===== src/rtl/serial_sub_pkg.sv =====
// Shared types and constants for the bit-serial subtractor.
package serial_sub_pkg;

  localparam int unsigned SUB_WIDTH_DEF = 8;

  typedef enum logic [1:0] {
    IDLE  = 2'd0,
    SHIFT = 2'd1,
    DONE  = 2'd2
  } state_t;

endpackage


===== src/rtl/fullsub.sv =====
// Single-bit full subtractor cell: d = a - b - bin, borrow out on bout.
module fullsub (
  input  logic a,
  input  logic b,
  input  logic bin,
  output logic d,
  output logic bout
);

  always_comb begin
    d    = a ^ b ^ bin;
    bout = (~a & b) | (~(a ^ b) & bin);
  end

endmodule


===== src/rtl/serial_sub.sv =====
// Bit-serial subtractor, LSB-first, one bit per clock through a fullsub cell.
// Optional signed-overflow output enabled by defining SERIAL_SUB_OVF_EN.
module serial_sub
  import serial_sub_pkg::*;
#(
  parameter int unsigned WIDTH = SUB_WIDTH_DEF
) (
  input  logic             clk,
  input  logic             rst_n,
  input  logic             start,
  input  logic [WIDTH-1:0] a,
  input  logic [WIDTH-1:0] b,
  input  logic             bin,
  output logic             busy,
  output logic             done,
  output logic [WIDTH-1:0] diff,
  output logic             bout
`ifdef SERIAL_SUB_OVF_EN
  ,
  output logic             ovf
`endif
);

  localparam int unsigned CW = (WIDTH > 1) ? $clog2(WIDTH) : 1;

  state_t           state, state_nxt;
  logic [WIDTH-1:0] a_sr, b_sr, res_sr;
  logic             br;
  logic [CW-1:0]    cnt;
  logic             bit_d, bit_br;
  logic             last_bit;

  fullsub u_fullsub (
    .a    (a_sr[0]),
    .b    (b_sr[0]),
    .bin  (br),
    .d    (bit_d),
    .bout (bit_br)
  );

  always_comb begin
    last_bit = (cnt == CW'(WIDTH - 1));
  end

  always_ff @(posedge clk or negedge rst_n) begin
    if (!rst_n) state <= IDLE;
    else        state <= state_nxt;
  end

  always_comb begin
    state_nxt = state;
    unique case (state)
      IDLE:    if (start)    state_nxt = SHIFT;
      SHIFT:   if (last_bit) state_nxt = DONE;
      DONE:                  state_nxt = IDLE;
      default:               state_nxt = IDLE;
    endcase
  end

  always_comb begin
    busy = (state == SHIFT);
    done = (state == DONE);
  end

  // Result bits accumulate in res_sr; diff/bout only change on the final bit.
  always_ff @(posedge clk or negedge rst_n) begin
    if (!rst_n) begin
      a_sr   <= '0;
      b_sr   <= '0;
      res_sr <= '0;
      br     <= 1'b0;
      cnt    <= '0;
      diff   <= '0;
      bout   <= 1'b0;
    end else begin
      unique case (state)
        IDLE: begin
          if (start) begin
            a_sr   <= a;
            b_sr   <= b;
            res_sr <= '0;
            br     <= bin;
            cnt    <= '0;
          end
        end
        SHIFT: begin
          a_sr   <= {1'b0, a_sr[WIDTH-1:1]};
          b_sr   <= {1'b0, b_sr[WIDTH-1:1]};
          res_sr <= {bit_d, res_sr[WIDTH-1:1]};
          br     <= bit_br;
          cnt    <= cnt + 1'b1;
          if (last_bit) begin
            diff <= {bit_d, res_sr[WIDTH-1:1]};
            bout <= bit_br;
          end
        end
        default: ;
      endcase
    end
  end

`ifdef SERIAL_SUB_OVF_EN
  // Operand MSBs are shifted out during SHIFT, so keep copies for the flag.
  logic a_msb, b_msb;

  always_ff @(posedge clk or negedge rst_n) begin
    if (!rst_n) begin
      a_msb <= 1'b0;
      b_msb <= 1'b0;
      ovf   <= 1'b0;
    end else begin
      if (state == IDLE && start) begin
        a_msb <= a[WIDTH-1];
        b_msb <= b[WIDTH-1];
      end
      if (state == SHIFT && last_bit)
        ovf <= (a_msb != b_msb) && (bit_d != a_msb);
    end
  end
`endif

endmodule


===== config.mk =====
export PLATFORM = sky130hd
export DESIGN_NAME = serial_sub
export DESIGN_NICKNAME = d
export VERILOG_FILES = /design/src/rtl/serial_sub_pkg.sv /design/src/rtl/fullsub.sv /design/src/rtl/serial_sub.sv
export SDC_FILE = /design/constraint.sdc
export NUM_CORES = 1
export LEC_CHECK = 0
export BUFFER_PORTS_ARGS = -buffer_cell sky130_fd_sc_hd__clkbuf_2
export CORE_MARGIN = 2
export CORE_UTILIZATION = 41
export DETAILED_ROUTE_END_ITERATION = 16
export PLACE_DENSITY = 0.64
export SLEW_MARGIN = 20
export SYNTH_ARGS = -nofsm -noshare
export SYNTH_HDL_FRONTEND = slang
export SYNTH_HIERARCHICAL = 1
export SYNTH_SLANG_ARGS = --single-unit

===== constraint.sdc =====
create_clock -name clk -period 5.2 [get_ports clk]
set_clock_uncertainty 0.2 [all_clocks]
set_input_delay 0.52 -clock clk [delete_from_list [all_inputs] [get_ports clk]]
set_output_delay 0.52 -clock clk [all_outputs]
set_load 0.005 [all_outputs]

==> results.cfg <==
[outcome]
status = finished clean

[worst_setup_path]
startpoint_type = flip-flop
r2r-start = state[0]$_DFFE_PN0P_
cp-end-kind = output port
cp_max_fo = 34
cp.arrival_ps = 2160
timing.rr.end = diff[1]$_DFFE_PN0P_
worst_ep_required_time_ps = 4480
rrSetupSlack_ps = 2890
reg2reg_depth = 2
critical_path_class = reg -> out

[logic_synthesis]
synth_top_family_by_area = simple AND/OR/NAND/NOR gates
synth-simple-area-share = 0.1524
yosys-top-cells-area = dfrtp_1 54%, mux2_2 5.8%, nor4b_1 5.0%
synth.area.mux_share = 0.06366
yosys_warnings = 6
synthCells = 138
ys_seq_area_frac = 0.5436
ys_ff_latch = 38
synth_area_per_cell_um2 = 12.68
synth-xor-area-share = 0
syn_area_um2 = 1749
synthAdderAreaFrac = 0.02575
yosysTopAreaCellShare = 0.5436
synth_top_area_cell = dfrtp_1
synth_compound_area_frac = 0.1466
synth_fp_nets = 161
synth.distinct_cells = 27

[timing]
worst_slack_ps = 2321
hold_viol = 0
maxSlewHeadroom = 0.3798
tightest_slew_ps = 930.3
setup_tns_ps = 0
report.final.slew_viol_count = 0
rsz0062_at_grt = false
setup-violations-final = 0
finalCritPeriodShare = 0.5536
fmax_mhz = 347.4
period_minus_slack_ps = 2879

[cts]
cts_buffers = 5
cts_resized = 0
insertion_delay_ps = 290
cts_tree = done
ctsLongestPathBuffers = 2
htree_levels = 2
cts_root_buffer = clkbuf_8
cts_sinks = 38
clk_pin_slew_ps = 70
hold_buffers = 0
post_cts_buffers = 0

[place]
place_hpwl_um = 2269
dpl_worst_slack_ps = 2659
finalWeightedCongestion = 0.7407
post-place-cells = 208
dpl_cell_area_um2 = 1907
portBuffers = 30

[route]
top_layer = met4
firstDrtPassIters = 4
drcViolationCount = 0
routedWlPerCell_um = 16.03
met1_length_um = 1586
drt_iter0_drc = 104
final_antenna_net_count = 0
wl_met3_um = 214
vias = 1217
wl_met2_um = 1589
viasPerCell = 5.660
wirelength_um = 3446

[global_route]
antenna_found_initial = 0
gr-total-overflow = 0
grt_first_pass_wirelength_um = 5796
first_global_vias = 1200
grt_start_max_net_pins = 39
grt_use_total = 0.1523

[die]
die_w_um = 69.32
placementRows = 23
start_util = 0.4311
fp.dieH_um = 69.32
die-area_um2 = 4805
ioPinCount = 31
core_area_um2 = 4058

[cells_and_area]
area_growth_pct = 13.52
final_layout_size_suffix_gt1_frac = 0.3394
nNetsFinal = 188
layout_common_cells = 38 x dfrtp_1, 30 x clkbuf_2, 15 x inv_1
final_common_cell = dfrtp_1
final_area_um2 = 1986
post_layout_nonfiller_instances = 215
antenna_cells = 0

[job]
drv_cap = 0

[power]
p_per_area_nw_per_um2 = 561.3
vdd_drop_max_uv = 216.9
p_leak_nw = 0.9558

[min_path]
hp-class = in -> async
-- how the worst max path moves through the flow --
stage / from / endpoint / slack, ps / depth (start not counted)
3_3_place_gp: state[0]$_DFFE_PN0P_ / busy / 2740 / 3
4_1_cts: state[0]$_DFFE_PN0P_ / busy / 2330 / 3
5_1_grt: state[0]$_DFFE_PN0P_ / busy / 2200 / 3
2_1_floorplan: cnt[0]$_DFFE_PN0P_ / bout$_DFFE_PN0P_ / 3530 / 5
3_5_place_dp: state[0]$_DFFE_PN0P_ / busy / 2660 / 3
6_report: state[0]$_DFFE_PN0P_ / busy / 2320 / 3
-- power breakdown --
part	total, mW	switching [mW]	internal, mW
logic	0.389	0.176	0.213
clock network	0.189	0.0992	0.0899
registers	0.536	0.106	0.430
-- registers in the layout, summed over array words and instances (netlist names) --
register	count
diff	8
a_sr	8
bout	1
state	2
b_sr	8
res_sr	7
cnt	3
br	1
-- cell families (layout without fill, tap and decap cells) --
family,after synthesis,after routing
AOI/OAI and AO/OA,29,29
adders and majority gates,3,3
buffers and inverters,26,53
DFF,38,38
muxes,10,10
and+or+nand+nor,32,32
-- metrics by stage --
step / utilization / power [mW] / hold WS, ps
2_1_floorplan: - / 0.8206 / 24.41
3_3_place_gp: 0.4699 / 0.9091 / 287.3
3_5_place_dp: 0.4699 / 0.9344 / 291.3
4_1_cts: 0.4894 / 1.129 / 184.1
5_1_grt: 0.4894 / 1.200 / 237.3
6_report: 0.4894 / 1.115 / 153.8
-- metal layers --
metal,track usage,vias to the layer above
met3,0.05523,6
met1,0.2096,608
met5,0,-
met2,0.2158,38
li1,-,565
met4,0.06536,0
-- synth_stat cells --
master    number
buf_4          1
or2b_1         1
nor2b_1        1
a21oi_1        1
fa_1           1
a221oi_1       2
a22o_1         9
a211oi_1       8
ha_1           2
or4b_2         2
nand2b_1       2
o21ba_2        1
o21bai_2       1
mux2_2         9
o221a_2        5
or4b_1         3
nor4b_1       10
nor4bb_1       2
nor3b_1       10
buf_6          1
a211o_1        2
inv_1         15
dfrtp_1       38
mux2i_1        1
clkbuf_1       1
buf_2          8
nand3b_1       1
-- area by class of cell --
class | count | area (µm²)
clock buffer | 5 | 68.82
clock inverter | 2 | 10.01
fill | 374 | 2072
inverter | 15 | 56.30
multi-input combinational | 74 | 679.4
sequential | 38 | 950.9
tap | 50 | 62.56
timing repair buffer | 31 | 157.7
-- critical path: stages, from the launching register on --
cell and delay [ps]:
dfrtp_1 940, or2b_1 390, inv_1 350, clkbuf_2 190
No activity file was read; power rests on OpenSTA's default activity.
